--- config.mk ---
export PLATFORM = sky130hd
export DESIGN_NAME = demultiplexer_3
export DESIGN_NICKNAME = d
export VERILOG_FILES = /design/src/rtl/demultiplexer_3_pkg.sv /design/src/rtl/demultiplexer_3.sv
export SDC_FILE = /design/constraint.sdc
export NUM_CORES = 1
export LEC_CHECK = 0
export BUFFER_PORTS_ARGS = -buffer_cell sky130_fd_sc_hd__buf_2
export CORE_AREA = 10 10 121 134
export CTS_CLUSTER_SIZE = 40
export DETAILED_ROUTE_END_ITERATION = 8
export DIE_AREA = 0 0 131 144
export PLACE_DENSITY = 0.61
export SLEW_MARGIN = 15
export SYNTH_ARGS = -nofsm -noshare
export SYNTH_HDL_FRONTEND = slang
export SYNTH_SLANG_ARGS = --single-unit
export TNS_END_PERCENT = 10
--- constraint.sdc ---
create_clock -name clk -period 2 [get_ports clk]
set_input_delay 0.4 -clock clk [delete_from_list [all_inputs] [get_ports clk]]
set_output_delay 0.4 -clock clk [all_outputs]
set_load 0.02 [all_outputs]
--- src/rtl/demultiplexer_3_pkg.sv ---
// demultiplexer_3_pkg
//   Shared definitions for the mux/demux blocks: destination select codes,
//   the holding-register state encoding and a saturating counter helper.
package demultiplexer_3_pkg;

  // Destination select codes carried on in_sel.
  localparam logic [1:0] SEL_A    = 2'd0;
  localparam logic [1:0] SEL_B    = 2'd1;
  localparam logic [1:0] SEL_C    = 2'd2;
  localparam logic [1:0] SEL_DROP = 2'd3;

  // Ceiling of the 8-bit drop counter.
  localparam logic [7:0] DROP_CNT_MAX = 8'd255;

  // Holding register occupancy.
  typedef enum logic {
    ST_EMPTY = 1'b0,
    ST_FULL  = 1'b1
  } state_t;

  // Increment that sticks at DROP_CNT_MAX instead of wrapping.
  function automatic logic [7:0] sat_inc8(input logic [7:0] value);
    logic [7:0] result;
    if (value == DROP_CNT_MAX) begin
      result = value;
    end else begin
      result = value + 8'd1;
    end
    return result;
  endfunction

endpackage

--- src/rtl/demultiplexer_3.sv ---
// demultiplexer_3
//   Routes one input word to one of three destinations (a, b, c) through a
//   single-entry holding register. Words addressed to SEL_DROP are accepted
//   and discarded, flagged by a one-cycle drop_err pulse and counted in a
//   saturating 8-bit drop_cnt.
//
// Ports
//   clk                      rising-edge clock
//   rst                      synchronous active-high reset
//   in_data/in_sel/in_valid  input word, destination code, valid
//   in_ready                 input accepted this cycle (combinational)
//   {a,b,c}_data/_valid      per-destination word and valid (registered)
//   {a,b,c}_ready            per-destination consume strobe
//   drop_err                 pulse one cycle after a SEL_DROP word is accepted
//   drop_cnt                 saturating count of dropped words
module demultiplexer_3
  import demultiplexer_3_pkg::*;
#(
  parameter int WIDTH = 32
) (
  input  logic             clk,
  input  logic             rst,
  input  logic [WIDTH-1:0] in_data,
  input  logic [1:0]       in_sel,
  input  logic             in_valid,
  output logic             in_ready,
  output logic [WIDTH-1:0] a_data,
  output logic [WIDTH-1:0] b_data,
  output logic [WIDTH-1:0] c_data,
  output logic             a_valid,
  output logic             b_valid,
  output logic             c_valid,
  input  logic             a_ready,
  input  logic             b_ready,
  input  logic             c_ready,
  output logic             drop_err,
  output logic [7:0]       drop_cnt
);

  state_t           state_r;
  state_t           state_nxt_s;
  logic [1:0]       sel_r;
  logic [1:0]       sel_nxt_s;
  logic [WIDTH-1:0] data_r;
  logic [WIDTH-1:0] data_nxt_s;

  logic             dst_ready_s;
  logic             in_xfer_s;
  logic             out_xfer_s;
  logic             load_s;
  logic             drop_s;

  logic             a_valid_r;
  logic             b_valid_r;
  logic             c_valid_r;
  logic [WIDTH-1:0] a_data_r;
  logic [WIDTH-1:0] b_data_r;
  logic [WIDTH-1:0] c_data_r;
  logic             drop_err_r;
  logic [7:0]       drop_cnt_r;

  // Ready of the destination the held word is addressed to.
  always_comb begin
    dst_ready_s = 1'b0;
    case (sel_r)
      SEL_A:   dst_ready_s = a_ready;
      SEL_B:   dst_ready_s = b_ready;
      SEL_C:   dst_ready_s = c_ready;
      default: dst_ready_s = 1'b0;
    endcase
  end

  // Handshake qualifiers; in_ready lets a draining FULL slot refill in the
  // same cycle, and is forced low while reset is asserted.
  always_comb begin
    in_ready   = ~rst & ((state_r == ST_EMPTY) | dst_ready_s);
    in_xfer_s  = in_valid & in_ready;
    out_xfer_s = (state_r == ST_FULL) & dst_ready_s;
    load_s     = in_xfer_s & (in_sel != SEL_DROP);
    drop_s     = in_xfer_s & (in_sel == SEL_DROP);
  end

  // Next-state and holding-register update.
  always_comb begin
    state_nxt_s = state_r;
    sel_nxt_s   = sel_r;
    data_nxt_s  = data_r;
    case (state_r)
      ST_EMPTY: begin
        if (load_s) begin
          state_nxt_s = ST_FULL;
          sel_nxt_s   = in_sel;
          data_nxt_s  = in_data;
        end else begin
          state_nxt_s = ST_EMPTY;
        end
      end
      ST_FULL: begin
        if (load_s) begin
          // Drain and refill in the same cycle: no bubble.
          state_nxt_s = ST_FULL;
          sel_nxt_s   = in_sel;
          data_nxt_s  = in_data;
        end else if (out_xfer_s) begin
          state_nxt_s = ST_EMPTY;
        end else begin
          state_nxt_s = ST_FULL;
        end
      end
      default: begin
        state_nxt_s = ST_EMPTY;
      end
    endcase
  end

  // State, holding register and decoded destination outputs. Valids and
  // data are registered from the next state so they never follow x_ready
  // combinationally; unselected data lanes are driven to zero.
  always_ff @(posedge clk) begin
    if (rst) begin
      state_r   <= ST_EMPTY;
      sel_r     <= SEL_A;
      data_r    <= {WIDTH{1'b0}};
      a_valid_r <= 1'b0;
      b_valid_r <= 1'b0;
      c_valid_r <= 1'b0;
      a_data_r  <= {WIDTH{1'b0}};
      b_data_r  <= {WIDTH{1'b0}};
      c_data_r  <= {WIDTH{1'b0}};
    end else begin
      state_r   <= state_nxt_s;
      sel_r     <= sel_nxt_s;
      data_r    <= data_nxt_s;
      a_valid_r <= (state_nxt_s == ST_FULL) && (sel_nxt_s == SEL_A);
      b_valid_r <= (state_nxt_s == ST_FULL) && (sel_nxt_s == SEL_B);
      c_valid_r <= (state_nxt_s == ST_FULL) && (sel_nxt_s == SEL_C);
      a_data_r  <= ((state_nxt_s == ST_FULL) && (sel_nxt_s == SEL_A)) ? data_nxt_s : {WIDTH{1'b0}};
      b_data_r  <= ((state_nxt_s == ST_FULL) && (sel_nxt_s == SEL_B)) ? data_nxt_s : {WIDTH{1'b0}};
      c_data_r  <= ((state_nxt_s == ST_FULL) && (sel_nxt_s == SEL_C)) ? data_nxt_s : {WIDTH{1'b0}};
    end
  end

  // Drop pulse and saturating drop counter.
  always_ff @(posedge clk) begin
    if (rst) begin
      drop_err_r <= 1'b0;
      drop_cnt_r <= 8'd0;
    end else begin
      drop_err_r <= drop_s;
      if (drop_s) begin
        drop_cnt_r <= sat_inc8(drop_cnt_r);
      end else begin
        drop_cnt_r <= drop_cnt_r;
      end
    end
  end

  assign a_valid  = a_valid_r;
  assign b_valid  = b_valid_r;
  assign c_valid  = c_valid_r;
  assign a_data   = a_data_r;
  assign b_data   = b_data_r;
  assign c_data   = c_data_r;
  assign drop_err = drop_err_r;
  assign drop_cnt = drop_cnt_r;

endmodule

==> metrics.txt <==
initial drt markers=~200; total power=between 6 and 7 mW; fraction of synthesized cell area in xor and xnor cells=0%; Die W=roughly 130 um; multiplexer area fraction after synthesis=less than 1%; met2 WL=~7000 um; max layer used=met4; detailed-route via count=between 4000 and 5000; Port-buffer cells=148; Pwr Density=approximately 1000 nW/um^2; setup ws final=-0.08473 ns; I/O pin count=between 100 and 150; Total GRT Usage=14.40%; initial antenna violation count=1; total routed wirelength=between 10000 and 15000 um; Final min period=2.085 ns; Max Cap Viol=0; number of H-tree levels=4; Post-Synth Adder-Cell Area=less than 1%; final cycle utilization of the critical path=104.2%; Synth Net Count=488; Synth area leader=dfxtp_1; syn avg cell area=just over 10 sq um; RD Place Congestion=0.7759; Seq cells post-synth=143; first drt pass iteration count=4; dpl cells=roughly 800; Core Rows=between 40 and 50; final hold slack=0.2759 ns; Synth Area in Simple Gates=under 10%; VDD IR-drop max=0.5931 mV; most instantiated library cell after synthesis=dfxtp_1; CP endpoint kind=output pin; Post-synth EDFFs=0; synth top area cells=dfxtp_1 (62%), a211oi_1 (11%), a21oi_1 (7.7%), nand3_1 (4.0%), o21ai_0 (2.8%); Max Root-Sink Buffers=2; total CTS buffers=17; Detailed Place HPWL=approximately 9800 um; RSZ-0062 raised after global routing=yes; post-synth cell types=37; register area share after synthesis=61.96%; post-route ant nets=0; asr flop ratio synth=0%; first-pass GRT wire length=roughly 21000 um; Slew Viols, Final=0; nets=654; status=finished, violations left; Hold Crit Class=primary input to flip-flop; Clock Pin Slew Worst Setup and Hold Paths=0.06 ns; DR WL met3=around 1000 um; CTS sink count=roughly 140; warnings from Yosys=0; clock latency on the worst-skew pair=approximately 0.4 ns; mapped cell area=4621 sq um; r2r worst-path depth=6; Hold Path Depth=3; core region area=13570 sq um; vias per cell=between 5 and 6; Setup CP Type=flip-flop to output pin; Non-Filler Instances=814; Syn Inst Count=between 400 and 500; Slew Limit Headroom=about 63%; Final Hold Viols=0; post-synthesis compound-gate area fraction=between 20% and 30%; Lkg Pwr=2.739 nW; DR WL/cell=between 15 and 20 um; TritonCTS clock tree=yes; Max FO, Critical Path=4; Worst-Margin Slew=~0.55 ns; GRT Residual Overflow=0; layout cells sized above 1=a little over a third; Worst Clk Skew=~0.010 ns; CP required=1.60 ns; worst slack, placed=~0.022 ns; FMAX=479.7 MHz; Worst EP arrival=approximately 1.7 ns; R2R Setup Slk=around 0.030 ns; main combinational cell family by area after synthesis=compound AO/OA/AOI/OAI gates; largest net degree at the start of global routing=39; die height=144 um; Die ar.=18860 sq um; final setup fails=1; ys flop type=dfxtp_1; vias in the first global route=slightly above 4000; CP Launch Type=flip-flop; Synth top cells by count=dfxtp_1 (143), a21oi_1 (71), a211oi_1 (65); M1 WL=around 5600 um; Area growth syn-to-layout=41.57%; post-synth top area share=61.96%; Initial Util=~34%; Setup TNS=-0.08473 ns; root buf cell=clkbuf_16; Remaining DRCs=0; failing checks=negative setup slack
-- per-stage QoR --
step | util [%] | instance area [sq um]
floorplan | - | 4621
global placement | 43.42 | 5892
detailed placement | 43.42 | 5892
CTS | 48.08 | 6524
global route | 48.21 | 6541
finish | 48.21 | 6541
-- kinds of logic (layout without fill, tap and decap cells) --
logic type	count (synthesis)	in the layout
adder cells (fa/ha/maj)	1	1
other	0	1
buffers and inverters	41	219
AO/OA/AOI/OAI	192	192
multiplexers	3	3
AND/OR/NAND/NOR	67	67
flip-flops	143	143
-- registers in the layout, summed over array words and instances, names as in the netlist --
name	cells
a_data	32
b_data	32
c_data	32
data_r	32
drop_cnt	8
sel_r	2
a_valid	1
b_valid	1
c_valid	1
drop_err	1
state_r	1
-- cells in the final DEF, fill, tap and decap left out, types with 4 or more instances in the layout --
master     instances
buf_2            147
dfxtp_1          142
a21oi_1           71
a211oi_1          62
nand3_1           37
buf_4             25
o21ai_1           23
clkbuf_16         17
o21ai_0           13
buf_12            10
nor2_1             6
o31ai_1            6
inv_1              5
clkinv_4           5
nand2_1            4
or4_1              4
-- where the power goes --
part	switching, mW	internal [mW]	total [mW]
clock network	1.18	1.96	3.14
logic	0.327	0.196	0.523
registers	0.0165	2.90	2.92
total	1.52	5.06	6.58
-- worst max-delay path: stages, from the launching register on --
cell      delay [ns]
dfxtp_4         0.36
mux2i_1         0.14
buf_4           0.14
or2_4           0.22
o211ai_1        0.12
and2_4          0.19
buf_6           0.11
-- path summary, 6_finish.rpt --
| path | startpoint | end |
|---|---|---|
| max | sel_r[1]$_SDFF_PP0_ | in_ready |
| min | in_valid | state_r$_SDFF_PP0_ |
| max reg2reg | sel_r[1]$_SDFF_PP0_ | drop_cnt[4]$_SDFFE_PP0P_ |
| min reg2reg | drop_cnt[7]$_SDFFE_PP0P_ | drop_cnt[7]$_SDFFE_PP0P_ |
-- final cells by class --
class                   count  area [sq um]
diodes                      1         2.502
clock buffers              18         429.2
inverters                   5         18.77
repair buffers            183          1135
flip-flops and latches    143          2867
well taps                 188         235.2
clock inverters            13         165.2
fillers                  1258          7028
multi-input cells         263          1689
-- timing repair --
item / in CTS / in global routing
setup buffers: 3 / 0
gates resized for setup: 6 / 16
hold buffers: 0 / 0
setup endpoints to repair: 1 / 44
pin swaps: 1 / 0
-- per-layer routing --
layer | vias up | track usage (%)
met5 | - | 0
met2 | 144 | 24.84
met4 | 0 | 5.741
li1 | 2008 | -
met3 | 12 | 4.577
met1 | 1922 | 16.02
(Power assumes the default switching activity.)
